### src/rtl/plru_replace_ctrl_pkg.sv
// Shared cache definitions: way geometry, PLRU bit positions and the
// tree-PLRU touch/victim helpers used by the controller and its model.
package plru_replace_ctrl_pkg;

    localparam int unsigned WAY_W  = 2;
    localparam int unsigned WAYS   = 4;
    localparam int unsigned PLRU_W = 3;

    // Bit positions inside one set's PLRU word
    localparam int unsigned B_ROOT = 0;  // 0: victim in ways 0/1, 1: ways 2/3
    localparam int unsigned B_LO   = 1;  // 0: way 0, 1: way 1
    localparam int unsigned B_HI   = 2;  // 0: way 2, 1: way 3

    typedef logic [WAY_W-1:0]  way_t;
    typedef logic [PLRU_W-1:0] plru_t;

    typedef enum logic [1:0] {
        ST_IDLE,
        ST_LOOKUP,
        ST_RESP
    } state_t;

    // Make way w the most recently used; the bit off w's path is kept
    function automatic plru_t touch(plru_t bits, way_t w);
        plru_t r;
        r = bits;
        r[B_ROOT] = ~w[1];
        if (w[1]) r[B_HI] = ~w[0];
        else      r[B_LO] = ~w[0];
        return r;
    endfunction

    // Way pointed to by the PLRU tree
    function automatic way_t plru_victim(plru_t bits);
        if (!bits[B_ROOT]) return {1'b0, bits[B_LO]};
        else               return {1'b1, bits[B_HI]};
    endfunction

endpackage

### src/rtl/plru_replace_ctrl_decoder.sv
// 2-to-4 way decoder: one-hot form of a way index.
module decoder
    import plru_replace_ctrl_pkg::*;
(
    input  logic [WAY_W-1:0] way,
    output logic [WAYS-1:0]  onehot
);

    // Set the single bit selected by way
    always_comb begin
        onehot      = '0;
        onehot[way] = 1'b1;
    end

endmodule

### src/rtl/plru_replace_ctrl.sv
// Tree pseudo-LRU replacement controller for a 4-way cache. Records
// hits/fills as accesses and answers victim requests via valid/ready.
module plru_replace_ctrl
    import plru_replace_ctrl_pkg::*;
#(
    parameter  int unsigned NUM_SETS = 16,
    localparam int unsigned SET_W    = $clog2(NUM_SETS)
) (
    input  logic             clk,
    input  logic             rst,
    input  logic             access_valid,
    input  logic [SET_W-1:0] access_set,
    input  logic [WAY_W-1:0] access_way,
    input  logic             victim_req_valid,
    output logic             victim_req_ready,
    input  logic [SET_W-1:0] victim_set,
    input  logic [WAYS-1:0]  way_valid,
    output logic             victim_valid,
    input  logic             victim_ready,
    output logic [WAY_W-1:0] victim_way,
    output logic [WAYS-1:0]  victim_onehot
);

    state_t           state_q, state_d;
    logic [SET_W-1:0] set_q;
    logic [WAYS-1:0]  wv_q;
    way_t             way_q;
    way_t             victim_d;
    logic             accept, commit, load_way;

    plru_t plru_q [NUM_SETS];
    plru_t plru_d [NUM_SETS];

    // Control registers: FSM state, latched request and registered victim
    always_ff @(posedge clk or posedge rst) begin
        if (rst) begin
            state_q <= ST_IDLE;
            set_q   <= '0;
            wv_q    <= '0;
            way_q   <= '0;
        end else begin
            state_q <= state_d;
            if (accept) begin
                set_q <= victim_set;
                wv_q  <= way_valid;
            end
            if (load_way) way_q <= victim_d;
        end
    end

    // Next-state and handshake outputs
    always_comb begin
        state_d          = state_q;
        victim_req_ready = 1'b0;
        victim_valid     = 1'b0;
        accept           = 1'b0;
        commit           = 1'b0;
        load_way         = 1'b0;
        case (state_q)
            ST_IDLE: begin
                victim_req_ready = 1'b1;
                if (victim_req_valid) begin
                    accept  = 1'b1;
                    state_d = ST_LOOKUP;
                end
            end
            ST_LOOKUP: begin
                load_way = 1'b1;
                state_d  = ST_RESP;
            end
            ST_RESP: begin
                victim_valid = 1'b1;
                if (victim_ready) begin
                    commit  = 1'b1;
                    state_d = ST_IDLE;
                end
            end
            default: state_d = ST_IDLE;
        endcase
    end

    // Victim choice: lowest invalid way first, otherwise the PLRU way
    always_comb begin
        logic found;
        found    = 1'b0;
        victim_d = plru_victim(plru_q[set_q]);
        if (wv_q != '1) begin
            for (int unsigned i = 0; i < WAYS; i++) begin
                if (!found && !wv_q[i]) begin
                    victim_d = way_t'(i);
                    found    = 1'b1;
                end
            end
        end
    end

    // Merged PLRU update: access applied first so a same-set commit leaves the victim MRU
    always_comb begin
        for (int unsigned s = 0; s < NUM_SETS; s++) begin
            plru_d[s] = plru_q[s];
            if (access_valid && access_set == SET_W'(s))
                plru_d[s] = touch(plru_d[s], access_way);
            if (commit && set_q == SET_W'(s))
                plru_d[s] = touch(plru_d[s], way_q);
        end
    end

    // PLRU bit array storage
    always_ff @(posedge clk or posedge rst) begin
        if (rst) begin
            for (int unsigned s = 0; s < NUM_SETS; s++) plru_q[s] <= '0;
        end else begin
            for (int unsigned s = 0; s < NUM_SETS; s++) plru_q[s] <= plru_d[s];
        end
    end

    assign victim_way = way_q;

    decoder u_decoder (
        .way    (way_q),
        .onehot (victim_onehot)
    );

endmodule

### config.mk
export PLATFORM = sky130hd
export DESIGN_NAME = plru_replace_ctrl
export DESIGN_NICKNAME = d
export VERILOG_FILES = /design/src/rtl/plru_replace_ctrl_pkg.sv /design/src/rtl/plru_replace_ctrl_decoder.sv /design/src/rtl/plru_replace_ctrl.sv
export SDC_FILE = /design/constraint.sdc
export NUM_CORES = 1
export LEC_CHECK = 0
export ABC_AREA = 1
export ABC_CLOCK_PERIOD_IN_PS = 3400
export CORE_ASPECT_RATIO = 1.75
export CORE_UTILIZATION = 60
export CTS_BUF_LIST = sky130_fd_sc_hd__clkbuf_8
export DETAILED_ROUTE_END_ITERATION = 10
export DONT_BUFFER_PORTS = 1
export PLACE_DENSITY = 0.78
export SETUP_SLACK_MARGIN = 0.5
export SLEW_MARGIN = 5
export SYNTH_ARGS = -nofsm -noshare
export SYNTH_HDL_FRONTEND = slang
export SYNTH_SLANG_ARGS = --single-unit
### constraint.sdc
create_clock -name clk -period 3.4 [get_ports clk]
set_input_delay 0.17 -clock clk [delete_from_list [all_inputs] [get_ports clk]]
set_output_delay 0.17 -clock clk [all_outputs]
set_load 0.01 [all_outputs]
Word level (Yosys, flattened, before mapping)
Cells that the tools add are included.
{"block": "classes", "n_lt_le_gt_ge": 3, "n_eq_ne": 35, "mux": 123, "n_bitwise": 5, "reduce_logical": 62}
{"cell": "$mux 3", "count": 34}
{"cell": "$mux 1", "count": 78}
{"cell": "$eq 4x4->1 const B", "count": 16}
{"cell": "$logic_and 1x1->1", "count": 36}
{"cell": "$eq 4x3->1 const B", "count": 8}
{"cell": "$reduce_bool 2->1", "count": 16}
{"cell": "$eq 4x2->1 const B", "count": 4}
{"cell": "$mux 2", "count": 8}
{"cell": "$bmux 3 s4", "count": 1}
{"cell": "$eq 4x1->1 const B", "count": 2}
{"cell": "$logic_not 4->1", "count": 2}
{"cell": "$logic_not 1->1", "count": 6}
{"cell": "$pmux 2 s3", "count": 1}
{"cell": "$ge 5x5->1 const B", "count": 1}
{"cell": "$not 4->5", "count": 1}
{"cell": "$ne 2x2->1 const B", "count": 2}
{"cell": "$ne 4x4->1 const B", "count": 1}
{"cell": "$not 1->1", "count": 4}
{"cell": "$lt 2x3->1 const B", "count": 1}
{"cell": "$demux 1 s2", "count": 1}
{"cell": "$eq 2x1->1 const B", "count": 1}
{"cell": "$eq 2x2->1 const B", "count": 1}
{"cell": "$ge 2x1->1 const B", "count": 1}
{"cell": "$logic_not 2->1", "count": 1}
{"cell": "$reduce_and 2->1", "count": 1}
{"block": "word_totals", "regBits": 60, "inputBits": 19, "out_inout_bits": 8, "word_cells": 264}

Logic depth before layout (Yosys ltp)
{"block": "logic_depth", "ltp_word": 14, "depth_mapped": 16, "mapped_depth_nobuf": 15}

Hierarchy
From an unflattened synthesis, not the netlist that was laid out.
{"block": "hier_totals", "cells_unflattened": 576, "area_unflattened_um2": 3749.8}
{"mod": "plru_replace_ctrl", "instances": 1, "cells_each": 569, "area_per_inst_um2": 3723.6, "seq_area_each_um2": 1501.4}
{"mod": "decoder", "instances": 1, "cells_each": 7, "area_per_inst_um2": 26.3, "seq_area_each_um2": 0.0}

Worst setup path before layout
Ideal clock, no wire load.
{"block": "synth_timing", "path_type": "register to register", "startpoint": "register state_q[0]", "endpoint": "register plru_q[7] (netlist bit)", "setup_time_ns": 0.134, "arrival_ns": 1.276, "required_ns": 3.266, "setup_slack_ns": 1.990, "stages_incl_launch_ff": 13, "n_path_buf": 0, "synth_period_minus_slack_ns": 1.410, "cell_sequence": "dfrtp_1 > inv_1 > nand2_1 > inv_1 > nand2_1 > nor2_1 > inv_1 > nor2_1 > inv_1 > nor2_1 > inv_1 > nand2_1 > o21ai_0"}
{"element": "from (decl)", "line": "plru_replace_ctrl.sv:24", "source": "state_t state_q, state_d;"}
{"element": "from (signal assigned)", "line": "plru_replace_ctrl.sv:42", "source": "state_q <= state_d;"}
{"element": "to (decl)", "line": "plru_replace_ctrl.sv:31", "source": "plru_t plru_q [NUM_SETS];"}

Final worst setup path
{"block": "layout_timing", "startpoint": "register set_q[0]", "endpoint": "register way_q[0], in the netlist victim_way[0]"}
{"block": "layout_via", "elab_chain_cells": 10}
{"element": "from (decl)", "line": "plru_replace_ctrl.sv:25", "source": "logic [SET_W-1:0] set_q;"}
{"element": "from (signal assigned)", "line": "plru_replace_ctrl.sv:44", "source": "set_q <= victim_set;"}
{"element": "$not 4->5 (not written as such) *", "line": "plru_replace_ctrl.sv:86", "source": "victim_d = plru_victim(plru_q[set_q]);"}
{"element": "$bmux 3 s4 *", "line": "plru_replace_ctrl.sv:86"}
{"element": "$mux 3 (not written as such) * (2 in series)", "line": "plru_replace_ctrl.sv:86"}
{"element": "$mux 2 *", "line": "plru_replace_ctrl_pkg.sv:35", "source": "if (!bits[B_ROOT]) return {1'b0, bits[B_LO]};"}
{"element": "$mux 2 (4 in series)", "line": "plru_replace_ctrl.sv:89", "source": "if (!found && !wv_q[i]) begin"}
{"element": "$mux 2 *", "line": "plru_replace_ctrl.sv:87", "source": "if (wv_q != '1) begin"}
{"element": "to (signal assigned)", "line": "plru_replace_ctrl.sv:47", "source": "if (load_way) way_q <= victim_d;"}
{"element": "to (decl)", "line": "plru_replace_ctrl.sv:27", "source": "way_t way_q;"}
Every way passes the cells marked *; elsewhere a longest branch is shown, timed or not. The select of a mux whose other input is x is not followed.
A chain may end at the register's enable or synchronous reset.

==> qor.yml <==
status: "complete, no violations"
clock_skew_ns: 0.00749
cts_setup_buffers: 0
r2r_cells: 15
tightest_slew_ns: 0.825
yosysWarnings: 0
rsz0062_at_grt: "false"
num_rows: 37
cts_sinks: 60
irDropWorstVdd_mv: 0.680
drt-pass1-iter-count: 5
synthToLayoutAreaGrowth_pct: 8.40
synth_seq_cells: 60
period_needed_ns: 2.10
critPathLaunch: "set_q[0]"
vias: 3699
boundaryPins: 27
fp.dieH_um: 106
nets: 581
maxSlewHeadroom_pct: 44.9
p_total_mw: 3.41
cts_max_level: 3
syn-instance-count: 557
grt_use_total_pct: 36.3
grt_max_degree: 41
ys_seq_area_share_pct: 40.5
hold_buffers: 11
synth_nets: 576
dp_worst_setup_slack_ns: 1.37
design_area_um2: 4020
setup_violations: 0
cts.root.buffer_cell: "clkbuf_8"
clk_latency_ns: 0.35
period_share_pct: 61.9
cts-resized-gates: 0
fmax_mhz: 475
cts.reportedPaths.clkPinSlew_ns: 0.07
die_area_um2: 6510
worstPathMaxFanout: 26
critPathRequiredTime_ns: 3.64
avgSynthCellArea_um2: 6.66
start_kind: "flip-flop"
tritoncts: "done"
cts_made_buffers: 9
port_buffers: 0
maxCapViolCount: 0
holdPathStages: 3
drive_above_1_share_pct: 5.64
stdcell_count: 645
power_density_nw_per_um2: 849
dp_cells: 618
gp_congestion: 1.01
insertedDiodeCount: 0
finalHoldViolations: 0
start_util_pct: 62.6
critical_path_class: "flip-flop to flip-flop"
grt_pass1_vias: 3614
grt-ovfl-total: 0
placed_cell_area_um2: 3690
grt_pass1_wl_um: 17000
r2r_slack_ns: 1.30
antenna_found_initial: 0
core-area_um2: 5930
cts_buffer_depth: 2
hold_path_class: "primary input to flip-flop"
drt_first_iter_violations: 404
critPathArrivalTime_ns: 2.35
dpl.hpwl_um: 7060
rr_startpoint: "set_q[0]"
drt_wl_total_um: 10300
p_leak_nw: 1.94
die_x_um: 61.4
ant_nets: 0
final_max_slew_viol_count: 0
synth_cell_types: 29
wl_per_cell_um: 16.0
worstHoldStart: "access_way[1]"
via_per_inst: 5.73
tns_ns: 0
end_kind: "flip-flop"
fin_ws_ns: 1.30
drc_errors: 0
nFillCells: 569
netlist_area_um2: 3710
synth_stat cells:
| master | count | share of area, % |
|---|---|---|
| nand2_1 | 196 | 20 |
| o21ai_0 | 99 | 13 |
| inv_1 | 64 | 6.5 |
| dfrtp_1 | 60 | 40 |
| nor2_1 | 53 | 5.4 |
| nand3_1 | 14 | 1.9 |
| clkbuf_1 | 12 | 1.2 |
| a21oi_1 | 9 | 1.2 |
| o22ai_1 | 8 | 1.3 |
| buf_6 | 5 | 1.5 |
| a31oi_1 | 4 | 0.67 |
| nand2_2 | 4 | 0.67 |
| o211ai_1 | 4 | 0.81 |
| inv_2 | 3 | 0.30 |
| o21ai_1 | 3 | 0.40 |
| nor2_2 | 2 | 0.34 |
| nor3_1 | 2 | 0.27 |
| nor3_2 | 2 | 0.54 |
| o221ai_1 | 2 | 0.47 |
| o32ai_1 | 2 | 0.47 |
| buf_2 | 1 | 0.13 |
| buf_4 | 1 | 0.20 |
| buf_8 | 1 | 0.40 |
| clkbuf_8 | 1 | 0.37 |
| clkinv_1 | 1 | 0.10 |
| mux2i_1 | 1 | 0.27 |
| nand4_1 | 1 | 0.17 |
| nor3_4 | 1 | 0.44 |
| o311ai_0 | 1 | 0.24 |
layout by cell type, fill, tap and decap left out:
cell type and count:
a21oi_1 9, a31oi_1 4, buf_4 4, bufinv_16 2, clkbuf_8 10, clkinv_1 1, clkinv_2 3, dfrtp_1 60
dlygate4sd3_1 11, inv_1 64, inv_2 4, mux2i_1 1, nand2_1 196, nand2_2 4, nand3_1 14, nand4_1 1
nor2_1 53, nor2_2 2, nor3_1 2, nor3_2 2, nor3_4 1, o211ai_1 4, o21ai_0 99, o21ai_1 3
o221ai_1 2, o22ai_1 8, o311ai_0 1, o32ai_1 2
state kept, by name, summed over array words and instances (netlist names):
| name | count |
|---|---|
| plru_q | 48 |
| wv_q | 4 |
| victim_way | 2 |
| set_q | 4 |
| state_q | 2 |
power by group:
part	leakage [nW]	switching [mW]	internal, mW
sequential	0.740	0.285	1.03
combinational	1.08	0.940	0.451
clock	0.117	0.284	0.426
critical path: stages, from the launching register on:
cell and delay [ns]:
dfrtp_1 0.67, inv_2 0.34, nand2_1 0.14, nand2_1 0.07, nand2_1 0.06, nand2_1 0.07, nand2_1 0.06, nand2_1 0.08
inv_1 0.07, nand2_2 0.05, nand2_1 0.08, nand3_1 0.08, nand2_1 0.07, nand2_1 0.05, nand2_1 0.06, nand2_1 0.05
path summary, 6_finish.rpt:
path	endpoint
setup / recovery	victim_way[0]
max in group asynchronous	plru_q[36]
hold reg to reg	wv_q[1]
setup reg to reg	victim_way[0]
hold / removal	plru_q[18]
min in group asynchronous	plru_q[2]
per-layer routing:
layer	up-vias	share of wire (%)	GRT usage (%)	wire length, um
li1	1785	-	-	-
met1	1700	38	42.6	3900
met2	167	50	56.4	5140
met3	47	7.1	6.81	733
met4	0	5.4	27.5	561
met5	-	0	0	0
cell families (layout without fill, tap and decap cells):
logic type	count (synthesis)	in the layout	share of synthesized area, %
buffers and inverters	89	99	10.7
muxes	1	1	0.270
AOI/OAI and AO/OA	132	132	19.0
and+or+nand+nor	275	275	29.5
DFF	60	60	40.5
metrics by stage:
step           hold slack (ns)  util (%)
2_1_floorplan            0.277         -
3_3_place_gp             0.254      62.3
3_5_place_dp             0.260      62.3
4_1_cts                0.00951      67.8
5_1_grt                 0.0176      67.8
6_report                0.0311      67.8
layout make-up:
cell class | instances | area [um2] | share of cell area (%)
tap | 78 | 97.6 | 2.43
timing repair buffer | 15 | 140 | 3.49
inverter | 68 | 255 | 6.35
sequential | 60 | 1500 | 37.3
clock inverter | 6 | 78.8 | 1.96
clock buffer | 10 | 138 | 3.42
multi-input combinational | 408 | 1810 | 45.0
Power figures use the tool's default switching activity.
